==> config.mk <==
export PLATFORM = sky130hd
export DESIGN_NAME = theia_host_loader
export DESIGN_NICKNAME = d
export VERILOG_FILES = /design/src/rtl/theia_host_loader.sv
export SDC_FILE = /design/constraint.sdc
export NUM_CORES = 1
export LEC_CHECK = 0
export CORE_MARGIN = 2
export CORE_UTILIZATION = 46
export DETAILED_ROUTE_END_ITERATION = 7
export PLACE_DENSITY = 0.77
export SLEW_MARGIN = 20
export SYNTH_ARGS = -nofsm -noshare
export SYNTH_HDL_FRONTEND = slang
export SYNTH_SLANG_ARGS = --single-unit
==> constraint.sdc <==
create_clock -name CLK_I -period 2.85 [get_ports CLK_I]
set_input_delay 0.855 -clock CLK_I [delete_from_list [all_inputs] [get_ports CLK_I]]
set_output_delay 0.855 -clock CLK_I [all_outputs]
set_load 0.02 [all_outputs]
==> src/rtl/theia_host_loader.sv <==
// Host-side Wishbone initiator: streams a block of words into each core selected by a mask,
// then runs the host-data-available / latched / latched-ack handshake with the GPU.
module theia_host_loader #(
  parameter int WB_WIDTH    = 32,
  parameter int MAX_CORES   = 4,
  parameter int ACK_TIMEOUT = 1024
) (
  input  logic                 CLK_I,
  input  logic                 RST_I,
  input  logic                 iStart,
  input  logic [MAX_CORES-1:0] iCoreMask,
  input  logic [WB_WIDTH-1:0]  iBaseAdr,
  input  logic [15:0]          iWordCount,
  input  logic [1:0]           iTag,
  input  logic [WB_WIDTH-1:0]  iSrcData,
  input  logic                 iSrcValid,
  output logic                 oSrcReady,
  output logic                 MST_O,
  output logic [MAX_CORES-1:0] SEL_O,
  output logic                 CYC_O,
  output logic                 STB_O,
  output logic                 WE_O,
  output logic [1:0]           TGA_O,
  output logic [WB_WIDTH-1:0]  ADR_O,
  output logic [WB_WIDTH-1:0]  DAT_O,
  input  logic                 ACK_I,
  output logic                 HDA_O,
  input  logic                 HDL_I,
  output logic                 HDLACK_O,
  output logic                 oBusy,
  output logic                 oDone,
  output logic                 oError
);

  localparam int TW = $clog2(ACK_TIMEOUT + 1);

  typedef enum logic [2:0] {
    IDLE     = 3'd0,
    NEXTCORE = 3'd1,
    WAITSRC  = 3'd2,
    STROBE   = 3'd3,
    HSHAKE   = 3'd4,
    HDLACK   = 3'd5,
    FINISH   = 3'd6
  } state_t;

  state_t               state_r;
  logic [MAX_CORES-1:0] rem_mask_r;
  logic [MAX_CORES-1:0] pick_s;
  logic [MAX_CORES-1:0] rem_after_pick_s;
  logic [WB_WIDTH-1:0]  base_r;
  logic [15:0]          count_r;
  logic [15:0]          idx_r;
  logic [15:0]          idx_next_s;
  logic [1:0]           tag_r;
  logic [TW-1:0]        tmo_r;

  // Lowest set bit of the cores still waiting to be loaded.
  assign pick_s           = rem_mask_r & (~rem_mask_r + {{(MAX_CORES-1){1'b0}}, 1'b1});
  assign rem_after_pick_s = rem_mask_r & ~pick_s;
  assign idx_next_s       = idx_r + 16'd1;

  // The pop coincides with the accepted ACK so the source can advance before the next WAITSRC.
  assign oSrcReady = (state_r == STROBE) && STB_O && ACK_I && !RST_I;

  // Loader state machine with registered bus and status outputs.
  always_ff @(posedge CLK_I) begin
    if (RST_I) begin
      state_r    <= IDLE;
      rem_mask_r <= {MAX_CORES{1'b0}};
      base_r     <= {WB_WIDTH{1'b0}};
      count_r    <= 16'd0;
      idx_r      <= 16'd0;
      tag_r      <= 2'd0;
      tmo_r      <= {TW{1'b0}};
      MST_O      <= 1'b0;
      SEL_O      <= {MAX_CORES{1'b0}};
      CYC_O      <= 1'b0;
      STB_O      <= 1'b0;
      WE_O       <= 1'b0;
      TGA_O      <= 2'd0;
      ADR_O      <= {WB_WIDTH{1'b0}};
      DAT_O      <= {WB_WIDTH{1'b0}};
      HDA_O      <= 1'b0;
      HDLACK_O   <= 1'b0;
      oBusy      <= 1'b0;
      oDone      <= 1'b0;
      oError     <= 1'b0;
    end else begin
      oDone    <= 1'b0;
      HDLACK_O <= 1'b0;
      case (state_r)
        IDLE: begin
          if (iStart) begin
            rem_mask_r <= iCoreMask;
            base_r     <= iBaseAdr;
            count_r    <= iWordCount;
            tag_r      <= iTag;
            oError     <= 1'b0;
            oBusy      <= 1'b1;
            state_r    <= (iCoreMask == {MAX_CORES{1'b0}}) ? FINISH : NEXTCORE;
          end else begin
            state_r <= IDLE;
          end
        end
        NEXTCORE: begin
          rem_mask_r <= rem_after_pick_s;
          SEL_O      <= pick_s;
          MST_O      <= 1'b1;
          CYC_O      <= 1'b1;
          idx_r      <= 16'd0;
          if (count_r != 16'd0) begin
            state_r <= WAITSRC;
          end else if (rem_after_pick_s != {MAX_CORES{1'b0}}) begin
            state_r <= NEXTCORE;
          end else begin
            // Nothing to write anywhere: go straight to the handshake with the bus released.
            SEL_O   <= {MAX_CORES{1'b0}};
            MST_O   <= 1'b0;
            CYC_O   <= 1'b0;
            HDA_O   <= 1'b1;
            state_r <= HSHAKE;
          end
        end
        WAITSRC: begin
          if (iSrcValid) begin
            DAT_O   <= iSrcData;
            ADR_O   <= base_r + {{(WB_WIDTH-16){1'b0}}, idx_r};
            TGA_O   <= tag_r;
            STB_O   <= 1'b1;
            WE_O    <= 1'b1;
            tmo_r   <= {TW{1'b0}};
            state_r <= STROBE;
          end else begin
            state_r <= WAITSRC;
          end
        end
        STROBE: begin
          if (ACK_I) begin
            STB_O <= 1'b0;
            WE_O  <= 1'b0;
            idx_r <= idx_next_s;
            if (idx_next_s != count_r) begin
              state_r <= WAITSRC;
            end else if (rem_mask_r != {MAX_CORES{1'b0}}) begin
              state_r <= NEXTCORE;
            end else begin
              SEL_O   <= {MAX_CORES{1'b0}};
              MST_O   <= 1'b0;
              CYC_O   <= 1'b0;
              HDA_O   <= 1'b1;
              state_r <= HSHAKE;
            end
          end else if (tmo_r == TW'(ACK_TIMEOUT - 1)) begin
            STB_O   <= 1'b0;
            WE_O    <= 1'b0;
            CYC_O   <= 1'b0;
            MST_O   <= 1'b0;
            SEL_O   <= {MAX_CORES{1'b0}};
            oError  <= 1'b1;
            state_r <= FINISH;
          end else begin
            tmo_r <= tmo_r + {{(TW-1){1'b0}}, 1'b1};
          end
        end
        HSHAKE: begin
          if (HDL_I) begin
            HDA_O    <= 1'b0;
            HDLACK_O <= 1'b1;
            state_r  <= HDLACK;
          end else begin
            state_r <= HSHAKE;
          end
        end
        HDLACK: begin
          state_r <= FINISH;
        end
        FINISH: begin
          oDone   <= 1'b1;
          oBusy   <= 1'b0;
          state_r <= IDLE;
        end
        default: begin
          state_r <= IDLE;
        end
      endcase
    end
  end

endmodule

==> impl_metrics.ini <==
[run_status]
status = complete, no violations

[route]
dr_total_vias = 7423
routed_via_density = 5.40
drt-total-wl_mm = 20.8
drt_first_pass_iters = 5
wl_per_cell_microns = 15.1
drc_errors = 0
drtIter0Drc = 608
ant_nets = 0

[final_layout]
syn_to_final_growth_pct = 36.9
layout.nets = 1253
final_util_pct = 63.5
antenna_cells = 0
final_cell_mix = nand2_1, clkdlybuf4s50_1, dfxtp_1, a21oi_1, nor2_1
layout_commonest_cell = nand2_1
fillers = 1387
drive_above_1_share_pct = 9.96

[logic_synthesis]
synth_top_family_by_area = simple AND/OR/NAND/NOR gates
synth.distinct_cells = 69
syn_inst = 960
synth_compound_area_share_pct = 18.5
synth-seq-area-share_pct = 42.3
synth_edf_count = 0
synthArstFlopShare_pct = 0
synth_mux_area_share_pct = 0.559
synth_xor_area_share_pct = 5.87
avgSynthCellArea_sq_um = 7.93
synthSimpleGateAreaFrac_pct = 25.6
yosysWarnings = 0
synth_fa_ha_area_share_pct = 3.35
synth_seq_cells = 161
netlist_area_sq_mm = 0.00761
synth-main-ff-cell = dfxtp_1
synth_nets = 1071

[power_and_ir_drop]
power_leakage_nw = 3.91
powerDensity_mw_per_mm2 = 578
ir_worst_vdd_uv = 497
power_mw = 6.03

[global_routing]
grt_use_total_pct = 23.6
antenna_found_initial = 0
grt_pass1_wl_mm = 33.8
grt_pass1_vias = 6797
grt_max_degree = 86
grt.overflow.total = 0

[sta]
relSlewSlack_pct = 38.7
min_period_over_period_pct = 96.6
hold_viol_final = 0
skew_ps = 9.04
setup_viol = 0
tightest_slew_ps = 919
drv_slew = 0
fin_setup_tns_ps = 0
layout_setup_ws_ps = 98.3
layout_min_cycle_time_ps = 2750
fmax_ghz = 0.363

[worst_setup_path]
path_max_fanout = 6
path_class = reg -> reg
cp.arrival_ps = 3080
cp-start-kind = flop
end_kind = flop
crit_required_ps = 3180

[floorplan]
pin_count = 172
initial_core_util_pct = 46.4
chipHeight_microns = 133
die_area_sq_mm = 0.0176
die_w_microns = 133
core_sq_mm = 0.0164
num_rows = 47

[min_path]
holdCritPathClass = reg -> reg

[cts]
clockBufferDepth = 2
cts.root.buffer_cell = clkbuf_16
clkTransAtPathRegs_ps = 70
cts_tree = yes
clock_sinks = 161
clock_latency_ps = 440
cts_hold_buf = 0
numCtsBuffers = 17
htreeDepth = 4

[place]
hpwl_mm = 14.6
numPortBuffers = 171
gp_congestion = 0.871
pre_cts_ws_ps = -415

[flow_run]
maxCapViolCount = 0
[synthesized netlist by cell type, types with 2 or more instances]
library cell | count | share of area, %
or3_1 | 3 | 0.25
ha_1 | 18 | 3.0
a211oi_1 | 13 | 1.3
nor3b_1 | 7 | 0.69
o21ai_0 | 21 | 1.4
nor4b_1 | 2 | 0.23
buf_2 | 2 | 0.13
o31ai_1 | 2 | 0.20
a211oi_2 | 2 | 0.33
a21oi_1 | 135 | 8.9
nand4_1 | 19 | 1.6
mux2i_1 | 2 | 0.26
nor2b_1 | 6 | 0.49
mux2_2 | 2 | 0.30
inv_1 | 8 | 0.39
buf_4 | 7 | 0.69
a22oi_1 | 3 | 0.30
a32oi_1 | 2 | 0.23
nor4_1 | 9 | 0.74
nand3_4 | 2 | 0.46
xnor2_1 | 25 | 2.9
nor3_1 | 21 | 1.4
clkbuf_1 | 47 | 2.3
dfxtp_1 | 161 | 42
a22o_1 | 16 | 1.8
nand3b_1 | 2 | 0.20
xor2_1 | 26 | 3.0
or4_1 | 2 | 0.20
a41oi_1 | 2 | 0.23
nand3_1 | 16 | 1.1
and3_1 | 11 | 0.90
o211ai_1 | 4 | 0.39
a311oi_1 | 2 | 0.23
nand2b_1 | 11 | 0.90
a21o_1 | 8 | 0.79
and4_1 | 2 | 0.23
a31oi_1 | 6 | 0.49
nor2_1 | 74 | 3.6
nand2_1 | 226 | 11
buf_1 | 4 | 0.20
[power breakdown]
part           switching [mW]  internal, mW
sequential              0.140          2.42
combinational           0.718         0.541
clock                    1.02          1.19
[metal layers]
metal	GRT usage [%]	routed length, microns	up-vias
met2	37.8	9770	226
met5	0	0	-
met1	31.5	9660	3454
li1	-	-	3704
met3	3.95	891	39
met4	9.74	491	0
[worst max-delay path, cell delays in order, from the launching register on]
cell      delay [ps]
dfxtp_1          340
ha_1             240
o21ai_0          190
o211ai_1         330
a41oi_1          240
o311ai_1         360
o211ai_1         160
buf_4            190
nor4_1           280
xor2_1           130
a22o_1           210
[through the flow]
step / cells / hold WS [ps] / area [sq um]
finish: 1375 / 450 / 10400
global route: 1375 / 469 / 10400
CTS: 1370 / 452 / 10300
detailed placement: 1338 / 443 / 9730
global placement: 1338 / 439 / 9730
floorplan: 960 / 432 / 7620
[cell families (layout without fill, tap and decap cells)]
group,count (synthesis),in the layout
muxes,4,4
buffers and inverters,69,264
and+or+nand+nor,424,424
AOI/OAI and AO/OA,231,231
xor gates and xnor gates,51,51
adders and majority gates,20,20
DFF,161,161
[cell type report]
class                           count  area, sq um  share of cell area, %
Multi-Input combinational cell    730         4210                   40.4
Timing Repair Buffer              223         2110                   20.3
Sequential cell                   161         3220                   30.9
Tap cell                          220          275                   2.64
Clock inverter                     13          114                   1.09
Clock buffer                       19          453                   4.35
Inverter                            9         33.8                  0.324
[worst paths after layout]
check	start	endpoint	slack, ps	cells after the start
hold / removal	ADR_O[7]	ADR_O[7]	450	2
setup reg to reg	base_r[2]	ADR_O[31]	100	10
hold reg to reg	ADR_O[7]	ADR_O[7]	450	2
setup / recovery	base_r[2]	ADR_O[31]	100	10
[state kept, by name (all words and copies together), names as in the netlist, 2 cells and up]
| name | flops |
|---|---|
| ADR_O | 32 |
| DAT_O | 32 |
| SEL_O | 4 |
| TGA_O | 2 |
| base_r | 32 |
| count_r | 16 |
| idx_r | 16 |
| rem_mask_r | 4 |
| state_r | 3 |
| tag_r | 2 |
| tmo_r | 11 |
[what timing repair did]
action,in CTS,in global routing
resized for setup,7,14
setup endpoints to repair,5,25
setup buffers,0,5
hold endpoints to repair,0,0
pin swaps,4,11
gates cloned,0,0
No activity file was read; power rests on OpenSTA's default activity.
